--- src/rtl/ifft_twiddle_seq.sv ---
// ifft_twiddle_seq: walks the real/imaginary twiddle ROM pair over one pass and
// re-times the 1-cycle-latency ROM words into a valid/ready beat stream.
// Optional build macro: TW_CONJ_EN -- emit conjugate twiddles (tw_im = -rom_im,
// with the most negative word saturating to the most positive one).
module ifft_twiddle_seq #(
  parameter int unsigned ADDR_W     = 5,
  parameter int unsigned DATA_W     = 16,
  parameter int unsigned NUM_GROUPS = 7,
  parameter int unsigned GROUP_SIZE = 4,
  parameter int unsigned REPEAT     = 1
) (
  input  logic              clk,
  input  logic              rst,
  input  logic              start,
  output logic              busy,
  output logic              done,
  output logic [ADDR_W-1:0] rom_addr,
  input  logic [DATA_W-1:0] rom_re,
  input  logic [DATA_W-1:0] rom_im,
  output logic              tw_valid,
  input  logic              tw_ready,
  output logic [DATA_W-1:0] tw_re,
  output logic [DATA_W-1:0] tw_im,
  output logic [ADDR_W-1:0] tw_idx,
  output logic              tw_last
);

  localparam int unsigned NUM_ADDR = NUM_GROUPS * GROUP_SIZE;
  localparam int unsigned REP_W    = (REPEAT > 1) ? $clog2(REPEAT) : 1;
  localparam logic [ADDR_W-1:0] LAST_ADDR = ADDR_W'(NUM_ADDR - 1);
  localparam logic [REP_W-1:0]  LAST_REP  = REP_W'(REPEAT - 1);

  typedef enum logic [1:0] {
    S_IDLE  = 2'd0,
    S_RUN   = 2'd1,
    S_DRAIN = 2'd2,
    S_DONE  = 2'd3
  } state_t;

  state_t state;
  state_t state_nx;

  // Issue side
  logic [ADDR_W-1:0] next_addr;
  logic [REP_W-1:0]  rep_cnt;
  logic              issue_c;
  logic              issue_last_c;
  logic              busy_nx;
  logic              done_nx;

  // Read pipeline: p1 = address on the ROM bus, p2 = data on the ROM outputs
  logic              p1_vld;
  logic              p1_last;
  logic              p2_vld;
  logic              p2_last;
  logic [ADDR_W-1:0] p2_idx;

  // Output register plus 2-entry skid FIFO behind it
  logic [DATA_W-1:0] fifo_re   [2];
  logic [DATA_W-1:0] fifo_im   [2];
  logic [ADDR_W-1:0] fifo_idx  [2];
  logic              fifo_last [2];
  logic              wr_ptr;
  logic              rd_ptr;
  logic [1:0]        buf_count;

  logic              pop_c;
  logic              load_c;
  logic              fifo_rd_c;
  logic              fifo_wr_c;
  logic [2:0]        occ_c;
  logic              credit_ok_c;
  logic [DATA_W-1:0] push_im_c;

  // Credit: every outstanding read must already own a slot (output reg + 2 FIFO)
  assign pop_c        = tw_valid & tw_ready;
  assign occ_c        = 3'(tw_valid) + 3'(buf_count) + 3'(p1_vld) + 3'(p2_vld);
  assign credit_ok_c  = (occ_c - 3'(pop_c)) < 3'd3;
  assign issue_last_c = (next_addr == LAST_ADDR) && (rep_cnt == LAST_REP);

  // Optional conjugation of the imaginary part at push time
`ifdef TW_CONJ_EN
  localparam logic [DATA_W-1:0] MOST_NEG = {1'b1, {(DATA_W-1){1'b0}}};
  localparam logic [DATA_W-1:0] MOST_POS = {1'b0, {(DATA_W-1){1'b1}}};
  assign push_im_c = (rom_im == MOST_NEG) ? MOST_POS : (~rom_im + DATA_W'(1));
`else
  assign push_im_c = rom_im;
`endif

  assign load_c    = !tw_valid || pop_c;
  assign fifo_rd_c = load_c && (buf_count != 2'd0);
  assign fifo_wr_c = p2_vld && !(load_c && (buf_count == 2'd0));

  // FSM state register
  always_ff @(posedge clk) begin
    if (rst) state <= S_IDLE;
    else     state <= state_nx;
  end

  // FSM next-state logic
  always_comb begin
    state_nx = state;
    case (state)
      S_IDLE:  if (start) state_nx = issue_last_c ? S_DRAIN : S_RUN;
      S_RUN:   if (credit_ok_c && issue_last_c) state_nx = S_DRAIN;
      S_DRAIN: if (pop_c && tw_last) state_nx = S_DONE;
      S_DONE:  state_nx = S_IDLE;
      default: state_nx = S_IDLE;
    endcase
  end

  // FSM outputs: issue strobe and next busy/done values
  always_comb begin
    issue_c = 1'b0;
    busy_nx = 1'b0;
    done_nx = 1'b0;
    case (state)
      S_IDLE:  issue_c = start;
      S_RUN:   issue_c = credit_ok_c;
      default: issue_c = 1'b0;
    endcase
    busy_nx = (state_nx == S_RUN) || (state_nx == S_DRAIN);
    done_nx = (state_nx == S_DONE);
  end

  // Registered status outputs
  always_ff @(posedge clk) begin
    if (rst) begin
      busy <= 1'b0;
      done <= 1'b0;
    end else begin
      busy <= busy_nx;
      done <= done_nx;
    end
  end

  // Address issue: each address issued REPEAT times, rom_addr holds when stalled
  always_ff @(posedge clk) begin
    if (rst) begin
      rom_addr  <= '0;
      next_addr <= '0;
      rep_cnt   <= '0;
      p1_vld    <= 1'b0;
      p1_last   <= 1'b0;
    end else begin
      p1_vld <= issue_c;
      if (issue_c) begin
        rom_addr <= next_addr;
        p1_last  <= issue_last_c;
        if (rep_cnt == LAST_REP) begin
          rep_cnt   <= '0;
          next_addr <= next_addr + ADDR_W'(1);
        end else begin
          rep_cnt <= rep_cnt + REP_W'(1);
        end
      end
      if (state == S_DONE) begin
        next_addr <= '0;
        rep_cnt   <= '0;
      end
    end
  end

  // Track which address the ROM outputs currently belong to
  always_ff @(posedge clk) begin
    if (rst) begin
      p2_vld  <= 1'b0;
      p2_last <= 1'b0;
      p2_idx  <= '0;
    end else begin
      p2_vld  <= p1_vld;
      p2_last <= p1_last;
      p2_idx  <= rom_addr;
    end
  end

  // Output register fed from the FIFO head, or straight from the ROM when empty
  always_ff @(posedge clk) begin
    if (rst) begin
      tw_valid  <= 1'b0;
      tw_re     <= '0;
      tw_im     <= '0;
      tw_idx    <= '0;
      tw_last   <= 1'b0;
      wr_ptr    <= 1'b0;
      rd_ptr    <= 1'b0;
      buf_count <= 2'd0;
      for (int i = 0; i < 2; i++) begin
        fifo_re[i]   <= '0;
        fifo_im[i]   <= '0;
        fifo_idx[i]  <= '0;
        fifo_last[i] <= 1'b0;
      end
    end else begin
      if (load_c) begin
        if (buf_count != 2'd0) begin
          tw_valid <= 1'b1;
          tw_re    <= fifo_re[rd_ptr];
          tw_im    <= fifo_im[rd_ptr];
          tw_idx   <= fifo_idx[rd_ptr];
          tw_last  <= fifo_last[rd_ptr];
        end else if (p2_vld) begin
          tw_valid <= 1'b1;
          tw_re    <= rom_re;
          tw_im    <= push_im_c;
          tw_idx   <= p2_idx;
          tw_last  <= p2_last;
        end else begin
          tw_valid <= 1'b0;
          tw_last  <= 1'b0;
        end
      end
      if (fifo_wr_c) begin
        fifo_re[wr_ptr]   <= rom_re;
        fifo_im[wr_ptr]   <= push_im_c;
        fifo_idx[wr_ptr]  <= p2_idx;
        fifo_last[wr_ptr] <= p2_last;
        wr_ptr            <= ~wr_ptr;
      end
      if (fifo_rd_c) rd_ptr <= ~rd_ptr;
      buf_count <= buf_count + 2'(fifo_wr_c) - 2'(fifo_rd_c);
    end
  end

endmodule

--- config.mk ---
export PLATFORM = sky130hd
export DESIGN_NAME = ifft_twiddle_seq
export DESIGN_NICKNAME = d
export VERILOG_FILES = /design/src/rtl/ifft_twiddle_seq.sv
export SDC_FILE = /design/constraint.sdc
export NUM_CORES = 1
export LEC_CHECK = 0
export CAP_MARGIN = 30
export CORE_MARGIN = 10
export CORE_UTILIZATION = 40
export CTS_BUF_LIST = sky130_fd_sc_hd__clkbuf_4
export CTS_CLUSTER_DIAMETER = 80
export CTS_CLUSTER_SIZE = 40
export DETAILED_ROUTE_END_ITERATION = 8
export GPL_ROUTABILITY_DRIVEN = 0
export PLACE_DENSITY = 0.63
export SETUP_SLACK_MARGIN = 0.3
export SYNTH_ARGS = -nofsm -noshare
export SYNTH_HDL_FRONTEND = slang
export SYNTH_SLANG_ARGS = --single-unit
--- constraint.sdc ---
create_clock -name clk -period 10.1 [get_ports clk]
set_input_delay 2.02 -clock clk [delete_from_list [all_inputs] [get_ports clk]]
set_output_delay 2.02 -clock clk [all_outputs]
set_load 0.01 [all_outputs]
Word level (Yosys, flattened, before mapping) --
Memory sizes are Yosys's and may differ from the RTL's. A register that Yosys moved wholly into a read port is not among the register bits. Index checks and enable logic that the tools add are counted.
Storage, ports and cells: RAM bits 76, output and inout bits 46, register bits 67, memories 4, logic and storage cells 106, input port bits 36
Memory list:
- fifo_im | depth 2, width 16, rd ports 1, clocked after memory_dff 1, write ports 2, line 60 | logic [DATA_W-1:0] fifo_im [2];
- fifo_re | depth 2, width 16, rd ports 1, clocked after memory_dff 1, write ports 2, line 59 | logic [DATA_W-1:0] fifo_re [2];
- fifo_idx | depth 2, width 5, rd ports 1, clocked after memory_dff 1, write ports 2, line 61 | logic [ADDR_W-1:0] fifo_idx [2];
- fifo_last | depth 2, width 1, rd ports 1, clocked after memory_dff 1, write ports 2, line 62 | logic fifo_last [2];
Cells by class: reduce and logical (&&, ||, !) cells 21, equality and inequality tests 7, add/subtract/negate cells 8, bitwise logic cells 4, mux-type cells 42, order comparisons 1
Operators with widths (count):
- two-way mux 16 bit | 6
- OR reduction 16 bit | 2
- two-way mux 1 bit | 27
- two-way mux 5 bit | 3
- == test 2 bit, second input constant | 4
- two-way mux 2 bit | 4
- one-hot mux 2 bit (4 select lines) | 1
- adder 3 x 1 -> 3 bit | 2
- logical AND 1 bit | 6
- adder 5 x 1 -> 5 bit, second input constant | 1
- == test 5 bit, second input constant | 1
- OR reduction 5 bit | 1
- == test 2 x 1 -> 1 bit, second input constant | 2
- logical NOT 2 bit | 2
- AND reduction 2 bit | 2
- nonzero test 2 bit | 2
- adder 1 x 2 -> 3 bit | 1
- less-than comparator 3 x 2 -> 1 bit, second input constant | 1
- inverter 1 bit | 3
- subtractor 3 x 1 -> 3 bit | 1
- adder 2 x 1 -> 2 bit | 1
- logical NOT 1 bit | 2
- logical OR 1 bit | 2
- one-hot mux 1 bit (2 select lines) | 1
- 5 further kinds | 5

Longest topological paths before layout --
Gate-level depths: netlist of the first run.
depth in word-level cells 10, depth in mapped cells 12, depth with buffers taken out 12

Worst setup path before layout of the first run --
OpenSTA, ideal clock, no wires.
path type input to register, start point input tw_ready, end point memory fifo_idx[1][0], enable pin, stages 3, data arrival time 4.222 ns, data required time 9.659 ns, setup slack 5.436 ns, path buffers 0, cells stage by stage and2b_1 > o21ai_4 > o21bai_1
RTL lines:
- from (decl) | line 21 | input logic tw_ready,
- to (decl) | line 61

Worst setup path in the final report of the first run --
start point input tw_ready, end point register rom_addr[2]
On the way: word-level cells in the longest chain between the ends 4
RTL lines:
- AND 1 bit | line 76 | assign pop_c = tw_valid & tw_ready;
- subtractor 3 x 1 -> 3 bit | line 78 | assign credit_ok_c = (occ_c - 3'(pop_c)) < 3'd3;
- less-than comparator 3 x 2 -> 1 bit | line 78
- one-hot mux 1 bit (2 select lines) | line 117 | case (state)
- to (signal assigned) | line 148 | rom_addr <= next_addr;
- to (decl) | line 17 | output logic [ADDR_W-1:0] rom_addr,
No other way between the ends. A chain may end at the register's enable or synchronous reset.

==> results of run 1 <==
## worst max-delay path, stage by stage
cell             delay [ns]
clkdlybuf4s50_1        0.48
and2_1                 0.20
ha_1                   0.29
fa_1                   0.48
inv_1                  0.04
ha_1                   0.17
inv_1                  0.06
fa_1                   0.40
nand2b_1               0.20
a31oi_2                0.63
mux2i_1                0.27
nor2_1                 0.06
## flip-flops by register name, indices dropped and copies added (netlist names), 2 cells and up, named ones only
| register | flops |
|---|---|
| fifo_im | 32 |
| fifo_re | 32 |
| tw_im | 16 |
| tw_re | 16 |
| fifo_idx | 10 |
| next_addr | 5 |
| p2_idx | 5 |
| rom_addr | 5 |
| tw_idx | 5 |
| buf_count | 2 |
| fifo_last | 2 |
| state | 2 |
## cell families after synthesis
logic type               count (synthesis)  synth area share (%)
AND/OR/NAND/NOR                        204                 16.97
flip-flops                             143                 58.99
AO/OA/AOI/OAI                           92                 9.839
multiplexers                            46                 7.496
buffers and inverters                   44                 3.911
adder cells (fa/ha/maj)                  9                 2.078
XOR/XNOR                                 5                0.7131
## stage by stage
step                      instance area (um2)  utilization [%]  worst slack (ns)  total power [mW]  hold WS (ns)
final                                    7412            48.94             5.211             1.756        0.4588
after global routing                     7412            48.94             4.972             1.870        0.4809
after CTS                                7410            48.92             5.243             1.780        0.4615
after detailed placement                 7117            46.99             4.633             1.402        0.4459
after global placement                   7049            46.54             4.737             1.361        0.4422
after floorplan                          6142                -             5.436             1.156        0.4220
## final cells by class
class | instances | area (um2)
Timing Repair Buffer | 90 | 918.4
Sequential cell | 143 | 3625
Fill cell | 1387 | 7734
Multi-Input combinational cell | 356 | 2305
Antenna cell | 1 | 2.502
Clock inverter | 12 | 142.6
Tap cell | 188 | 235.2
Inverter | 9 | 33.78
Clock buffer | 20 | 150.1
## worst max-delay path by stage
stage	startpoint	end	slack, ns	cells after the start
2_1_floorplan	tw_ready	fifo_idx[1][0]	5.44	3
3_3_place_gp	tw_ready	rom_addr[0]	4.74	12
3_5_place_dp	tw_ready	rom_addr[2]	4.63	12
4_1_cts	tw_ready	rom_addr[4]	5.24	12
5_1_grt	tw_ready	next_addr[4]	4.97	12
6_report	tw_ready	rom_addr[2]	5.21	12
## synthesized netlist by cell type (2+ instances only)
library cell   n
a21oi_1       43
and2_1        77
buf_2         12
buf_4          2
buf_6          7
clkbuf_1      13
dfxtp_1       67
edfxtp_1      76
fa_1           2
ha_1           7
inv_1          8
mux2i_1       46
nand2_1       79
nand2b_1       4
nand3_1        2
nor2_1        18
nor2b_1       12
nor3_1         2
nor3_2         2
o211ai_1      37
o21ai_0        3
o21ai_4        2
or3_1          3
xnor2_1        3
xor2_1         2
## power breakdown
group          internal (mW)  leakage, nW  switching, mW  total, mW
Combinational          0.282         1.19          0.335      0.617
Sequential             0.708         1.34         0.0557      0.763
Clock                  0.178        0.168          0.197      0.375
Total                   1.17         2.69          0.588       1.76
## metal layers
metal  vias up  routed length, um  GRT usage, %
met4         0                168         5.051
li1       2047                  -             -
met2        76               6656         22.43
met1      1999               5676         15.08
met5         -                  0             0
met3        13                736         4.125
==> impl_metrics.env, run 1 <==
export IMPL_drc=0
export IMPL_grt_setup_unrepaired="no"
export IMPL_worstMarginPinSlew_ns=0.8463
export IMPL_syn_nets=588
export IMPL_timing_reg2reg_setup_slack_ns=6.82
export IMPL_areaGrowthSynthToFinish_pct=20.68
export IMPL_layout_nets=662
export IMPL_whs_path_depth=2
export IMPL_netlist_top_cells_area="edfxtp_1 (37%), dfxtp_1 (22%), and2_1 (7.8%)"
export IMPL_synth_cell_types=39
export IMPL_die_y_um=143.9
export IMPL_cts_tree="built"
export IMPL_regToRegEndpoint="rom_addr[2]"
export IMPL_crit_fanout=15
export IMPL_synth_flop_cell="edfxtp_1"
export IMPL_worst_endpoint_arrival_ns=5.30
export IMPL_mostFrequentLayoutCells="clkdlybuf4s50_1 (80), nand2_1 (79), and2_1 (77)"
export IMPL_drive_above_1_share_pct=8.254
export IMPL_grt_pass1_vias=4219
export IMPL_clockBufferDepth=2
export IMPL_synth_top_area_cell="edfxtp_1"
export IMPL_min_path_type="register to register"
export IMPL_finalMaxSlewViolations=0
export IMPL_fin_cells=819
export IMPL_syn_mean_instance_area_um2=11.31
export IMPL_critPathKind="input pin to register"
export IMPL_clkSinkCount=143
export IMPL_yosysSeqAreaShare_pct=58.99
export IMPL_holdBufCountCts=0
export IMPL_status="finished clean"
export IMPL_grt_pass1_wl_um=21450
export IMPL_synth_edf_count=76
export IMPL_cts_setup_buffers=0
export IMPL_postSynth_asyncResetShare_pct=0
export IMPL_ir_drop_mv=0.1222
export IMPL_finClkSkew_ns=0.01599
export IMPL_fin_tns_setup_ns=0
export IMPL_syn_inst=543
export IMPL_reg2reg_depth=11
export IMPL_row_count=45
export IMPL_end_kind="register"
export IMPL_gr_total_overflow=0
export IMPL_max_slew_margin_pct=43.58
export IMPL_cellPowerDensity_nw_per_um2=236.9
export IMPL_finalHoldViolCount=0
export IMPL_vias=4135
export IMPL_ios=82
export IMPL_period_needed_ns=4.889
export IMPL_chipWidth_um=143.9
export IMPL_dr_pass1_iters=5
export IMPL_place_inst=786
export IMPL_yosys_warnings=0
export IMPL_dieArea_um2=20710
export IMPL_drtAntennaViolNets=0
export IMPL_fin_crit_sh_pct=48.40
export IMPL_syn_area_um2=6142
export IMPL_startpoint_type="input pin"
export IMPL_fmax_mhz=204.6
export IMPL_drv_cap=0
export IMPL_avgRoutedWirePerCell_um=16.16
export IMPL_setup_viol=0
export IMPL_yosys_register_bits=143
export IMPL_finalWirelength_um=13240
export IMPL_hpwlAfterDp_um=8525
export IMPL_vias_per_cell=5.049
export IMPL_cts_resized=0
export IMPL_worst_ep_required_time_ns=10.51
export IMPL_antenna_found_initial=1
export IMPL_cts_root_buf="clkbuf_4"
export IMPL_gr_usage_all_layers_pct=13.17
export IMPL_initial_core_util_pct=40.55
export IMPL_clk_pin_slew_ns=0.12
export IMPL_yosys_area_top_type_share_pct=37.16
export IMPL_drt_initial_drc_count=164
export IMPL_grt_max_degree=78
export IMPL_cts_htree_levels=4
export IMPL_whs_endpoint="tw_im[8]"
export IMPL_clk_latency_ns=0.54
export IMPL_p_leak_nw=2.690
export IMPL_core_um2=15150
export IMPL_cts_buffers=17
export IMPL_r2r_start="tw_valid"
export IMPL_io_buffers=81
export IMPL_final_common_cell="clkdlybuf4s50_1"
export IMPL_hp_start="tw_im[8]"
Power figures use the tool's default switching activity.
==> run 2, diff against run 1 <==
==> constraint.sdc (replaced) <==
create_clock -name clk -period 5.1 [get_ports clk]
set_input_delay 1.02 -clock clk [delete_from_list [all_inputs] [get_ports clk]]
set_output_delay 1.02 -clock clk [all_outputs]
set_load 0.01 [all_outputs]
==> run 2 against run 1 <==
Net effect:
- clock skew rose by 0.0076 ns
- cell area rose by 0.71%
- largest power group unchanged
- flip-flop and latch count did not move
- combinational power rose by 98%
- critical path type unchanged
- sequential power rose by 98%
- utilization rose by 0.35 points
- register-to-register slack got worse by 5.0 ns
- clock power rose by 120%
- first-iteration DRC count rose by 30%
==> impl_metrics.env, run 2 (synthesis results as in run 1) <==
export IMPL_status="finished clean"
export IMPL_drc=0
export IMPL_max_slew_margin_pct=43.35
export IMPL_r2r_start="tw_valid"
export IMPL_finalHoldViolCount=0
export IMPL_slowest_stage="a31oi_2"
export IMPL_dr_pass1_iters=4
export IMPL_gr_usage_all_layers_pct=13.36
export IMPL_finalWirelength_um=13270
export IMPL_chipWidth_um=143.9
export IMPL_highest_layer="met5"
export IMPL_grt_setup_unrepaired="no"
export IMPL_avgRoutedWirePerCell_um=16.20
export IMPL_grt_max_degree=53
export IMPL_drv_cap=0
export IMPL_clkSinkCount=143
export IMPL_ir_drop_mv=0.2551
export IMPL_endpoint="next_addr[4]"
export IMPL_cts_setup_buffers=0
export IMPL_vias=4109
export IMPL_worst_endpoint_arrival_ns=4.36
export IMPL_clk_latency_ns=0.55
export IMPL_worst_ep_required_time_ns=5.57
export IMPL_cts_root_buf="clkbuf_4"
export IMPL_initial_core_util_pct=40.55
export IMPL_grt_pass1_vias=4323
export IMPL_cp_num_cells=12
export IMPL_setup_viol=0
export IMPL_cts_buffers=17
export IMPL_drive_above_1_share_pct=7.937
export IMPL_timing_hold_ws_ns=0.4538
export IMPL_ios=82
export IMPL_areaGrowthSynthToFinish_pct=21.53
export IMPL_fin_crit_sh_pct=76.33
export IMPL_finClkSkew_ns=0.02355
export IMPL_cellPowerDensity_nw_per_um2=478.9
export IMPL_min_path_type="register to register"
export IMPL_fmax_mhz=256.9
export IMPL_top_regs="fifo_im (32), fifo_re (32)"
export IMPL_critPathKind="input pin to register"
export IMPL_layout_nets=662
export IMPL_dieArea_um2=20710
export IMPL_antenna_found_initial=2
export IMPL_grt_pass1_wl_um=21760
export IMPL_p_leak_nw=2.709
export IMPL_fin_cells=819
export IMPL_drt_initial_drc_count=214
export IMPL_cts_tree="built"
export IMPL_cts_htree_levels=4
export IMPL_regToRegEndpoint="next_addr[4]"
export IMPL_dr_wl_met2_um=6488
export IMPL_holdBufCountCts=0
export IMPL_max_stage_delay_ns=0.64
export IMPL_startpoint_type="input pin"
export IMPL_cts_resized=0
export IMPL_crit_fanout=15
export IMPL_drtAntennaViolNets=0
export IMPL_die_y_um=143.9
export IMPL_fin_tns_setup_ns=0
export IMPL_route_met3_wl_um=807
export IMPL_row_count=45
export IMPL_hpwlAfterDp_um=8795
export IMPL_worstMarginPinSlew_ns=0.8471
export IMPL_end_kind="register"
export IMPL_timing_reg2reg_setup_slack_ns=1.81
export IMPL_worst_path_buf_inv=3
export IMPL_gr_total_overflow=0
export IMPL_clockBufferDepth=2
export IMPL_core_um2=15150
export IMPL_vias_per_cell=5.017
export IMPL_clk_pin_slew_ns=0.11
export IMPL_crit_chain="clkdlybuf4s50_1 > and2_1 > ha_1 > fa_1 > inv_1 > ha_1 > inv_1 > fa_1 > nand2b_1 > a31oi_2 > o21ai_0 > a21oi_1"
export IMPL_io_buffers=81
export IMPL_crit_family="adder cells"
export IMPL_cp_startpoint="tw_ready"
export IMPL_reg2reg_depth=11
export IMPL_finalMaxSlewViolations=0
export IMPL_wl_met1_um=5822
export IMPL_place_inst=786
export IMPL_period_needed_ns=3.893
export IMPL_power_mw=3.575
export IMPL_final_common_cell="clkdlybuf4s50_1"
export IMPL_mostFrequentLayoutCells="clkdlybuf4s50_1 (80), nand2_1 (79), and2_1 (77)"
## run 2: cell count changes in the layout (fill, tap and decap cells not counted), sizes merged
cell / previous run / this run
clkbuf: 20 / 19
clkinv: 8 / 7
bufinv: 3 / 5
## run 2: area by class of cell
type                       instances  area (um2)
fill                            1344        7681
sequential                       143        3625
clock inverter                    13       195.2
clock buffer                      19       142.6
tap                              188       235.2
multi-input combinational        356        2305
timing repair buffer              90       925.9
antenna                            1       2.502
inverter                           9       33.78
## run 2: how the worst min path moves through the flow
stage / from / to / slack [ns] / cells after the start
global placement: tw_im[7] / tw_im[7] / 0.44 / 2
finish: p1_vld / p2_vld / 0.45 / 2
detailed placement: p1_vld / p2_vld / 0.44 / 2
global route: tw_im[13] / tw_im[13] / 0.48 / 2
CTS: p1_vld / p2_vld / 0.46 / 2
floorplan: p1_vld / p2_vld / 0.42 / 2
## run 2: through the flow
step           utilization (%)  area, um2  setup slack [ns]
2_1_floorplan                -       6142             1.436
3_3_place_gp             46.54       7049            0.7364
3_5_place_dp             47.04       7124            0.6199
4_1_cts                  49.27       7462             1.231
5_1_grt                  49.29       7465             1.041
6_report                 49.29       7465             1.207
## run 2: power breakdown
part           leakage (nW)  switching, mW  internal (mW)  total [mW]
logic                  1.19          0.660          0.559        1.22
registers              1.34          0.110           1.40        1.51
clock network         0.183          0.399          0.445       0.843
## run 2: worst reg2reg max path: cells and delay by family, from the launching register on
kind / cells / cell delay (ns)
buffers and inverters: 2 / 0.11
flip-flops: 1 / 0.43
AND/OR/NAND/NOR: 2 / 0.37
adder cells (fa/ha/maj): 4 / 1.31
AO/OA/AOI/OAI: 3 / 1.03
## run 2: per-layer routing
| metal | track usage [%] | vias up |
|---|---|---|
| met5 | 0 | - |
| met4 | 5.911 | 2 |
| met3 | 4.092 | 14 |
| met2 | 21.84 | 77 |
| met1 | 15.81 | 1971 |
| li1 | - | 2045 |
==> run 3, diff against run 2 <==
==> constraint.sdc (replaced) <==
create_clock -name clk -period 3.8 [get_ports clk]
set_input_delay 0.76 -clock clk [delete_from_list [all_inputs] [get_ports clk]]
set_output_delay 0.76 -clock clk [all_outputs]
set_load 0.01 [all_outputs]
==> run 3 against run 2 <==
Net effect:
- clock-buffer cell count fell by 2
- worst hold slack better by 0.0091 ns
- setup slack got worse by 0.71 ns
- via count increased by 1.6%
- cell area is 0.65% lower
- register-to-register slack worse by 1.0 ns
- routed wire length up 2.4%
- combinational power rose by 30%
- non-clock buffer count up 3
- critical endpoint is now next_addr[3]
- largest cell class unchanged
==> impl_metrics.env, run 3 (synthesis results as in run 1) <==
export IMPL_gr_usage_all_layers_pct=13.62
export IMPL_grt_pass1_vias=4342
export IMPL_clockBufferDepth=2
export IMPL_finalMaxSlewViolations=0
export IMPL_worst_ep_required_time_ns=4.27
export IMPL_gr_total_overflow=0
export IMPL_hpwlAfterDp_um=8793
export IMPL_finalHoldViolCount=0
export IMPL_io_buffers=81
export IMPL_cts_buffers=17
export IMPL_grt_pass1_wl_um=22120
export IMPL_cts_htree_levels=4
export IMPL_vias=4174
export IMPL_row_count=45
export IMPL_cts_tree="built"
export IMPL_drive_above_1_share_pct=8.689
export IMPL_p_leak_nw=2.697
export IMPL_dieArea_um2=20710
export IMPL_clk_latency_ns=0.53
export IMPL_drc=0
export IMPL_drtAntennaViolNets=0
export IMPL_cts_root_buf="clkbuf_4"
export IMPL_dr_pass1_iters=5
export IMPL_ios=82
export IMPL_drv_cap=0
export IMPL_antenna_found_initial=2
export IMPL_chipWidth_um=143.9
export IMPL_min_path_type="register to register"
export IMPL_ir_drop_mv=0.3211
export IMPL_fin_area_um2=7416
export IMPL_max_slew_margin_pct=36.97
export IMPL_core_um2=15150
export IMPL_cellPowerDensity_nw_per_um2=629.3
export IMPL_clk_pin_slew_ns=0.13
export IMPL_grt_max_degree=41
export IMPL_cts_resized=0
export IMPL_fmax_mhz=302.6
export IMPL_startpoint_type="input pin"
export IMPL_holdBufCountCts=0
export IMPL_worst_endpoint_arrival_ns=3.77
export IMPL_layout_nets=665
export IMPL_avgRoutedWirePerCell_um=16.54
export IMPL_status="finished clean"
export IMPL_critPathKind="input pin to register"
export IMPL_worstMarginPinSlew_ns=0.9455
export IMPL_finClkSkew_ns=0.01839
export IMPL_end_kind="register"
export IMPL_drt_initial_drc_count=173
export IMPL_vias_per_cell=5.078
export IMPL_worst_slack_ns=0.4955
export IMPL_finalWirelength_um=13600
export IMPL_setup_viol=0
export IMPL_top_regs="fifo_im (32), fifo_re (32)"
export IMPL_grt_setup_unrepaired="no"
export IMPL_mostFrequentLayoutCells="clkdlybuf4s50_1 (80), nand2_1 (79), and2_1 (77)"
export IMPL_clkSinkCount=143
export IMPL_initial_core_util_pct=40.55
export IMPL_fin_tns_setup_ns=0
export IMPL_fin_crit_sh_pct=86.96
export IMPL_die_y_um=143.9
export IMPL_areaGrowthSynthToFinish_pct=20.74
export IMPL_crit_fanout=15
export IMPL_cts_setup_buffers=0
export IMPL_period_needed_ns=3.305
export IMPL_final_common_cell="clkdlybuf4s50_1"
export IMPL_dpl_cell_area_um2=7119
export IMPL_dpl_worst_slack_ns=-0.03905
run 3: cell types whose count changed in the layout (fill, tap and decap cells not counted):
cell	previous run	this run
buf_12	1	2
buf_16	2	0
buf_4	6	10
bufinv_16	5	3
clkbuf_4	19	17
clkinv_1	3	1
clkinv_2	2	5
inv_4	1	2
inv_6	0	2
run 3: power breakdown:
part	total [mW]	internal [mW]	switching, mW
Combinational	1.59	0.741	0.851
Sequential	2.06	1.88	0.182
Clock	1.01	0.455	0.557
run 3: per-layer routing:
metal  global-route usage [%]  up-vias  share of wire, %
li1                         -     2064                 -
met1                    16.00     2002                43
met2                    22.60       97                49
met3                    4.422        9               6.5
met4                    5.266        2              0.83
met5                        0        -             0.096
run 3: final cells by class:
type                       count  area [um2]
tap                          188       235.2
clock buffer                  17       127.6
fill                        1383        7730
timing repair buffer          93       920.9
antenna                        1       2.502
clock inverter                15       166.4
multi-input combinational    356        2305
sequential                   143        3625
inverter                       9       33.78
run 3: path summary, 6_finish.rpt:
check | startpoint | to | slack (ns) | cells past startpoint
max | tw_ready | next_addr[3] | 0.50 | 13
min reg2reg | tw_re[9] | tw_re[9] | 0.46 | 2
min | tw_re[9] | tw_re[9] | 0.46 | 2
max reg2reg | tw_valid | next_addr[3] | 0.77 | 12
run 3: worst max-delay path, cell delays in order:
cell and delay, ns:
clkdlybuf4s50_1 0.42, and2_1 0.17, ha_1 0.28, fa_1 0.42, inv_1 0.08, ha_1 0.14, inv_1 0.05, fa_1 0.37
xor2_1 0.27, a31oi_2 0.16, buf_12 0.17, or3_1 0.34, a21oi_1 0.14
run 3: per-stage QoR:
| stage | util [%] | power [mW] | hold WS (ns) | std cells |
|---|---|---|---|---|
| final | 48.96 | 4.667 | 0.4629 | 822 |
| after global routing | 48.96 | 4.986 | 0.4817 | 822 |
| after CTS | 48.95 | 4.745 | 0.4644 | 821 |
| after detailed placement | 47.01 | 3.727 | 0.4461 | 789 |
| after global placement | 46.87 | 3.655 | 0.4440 | 788 |
| after floorplan | - | 3.073 | 0.4220 | 543 |
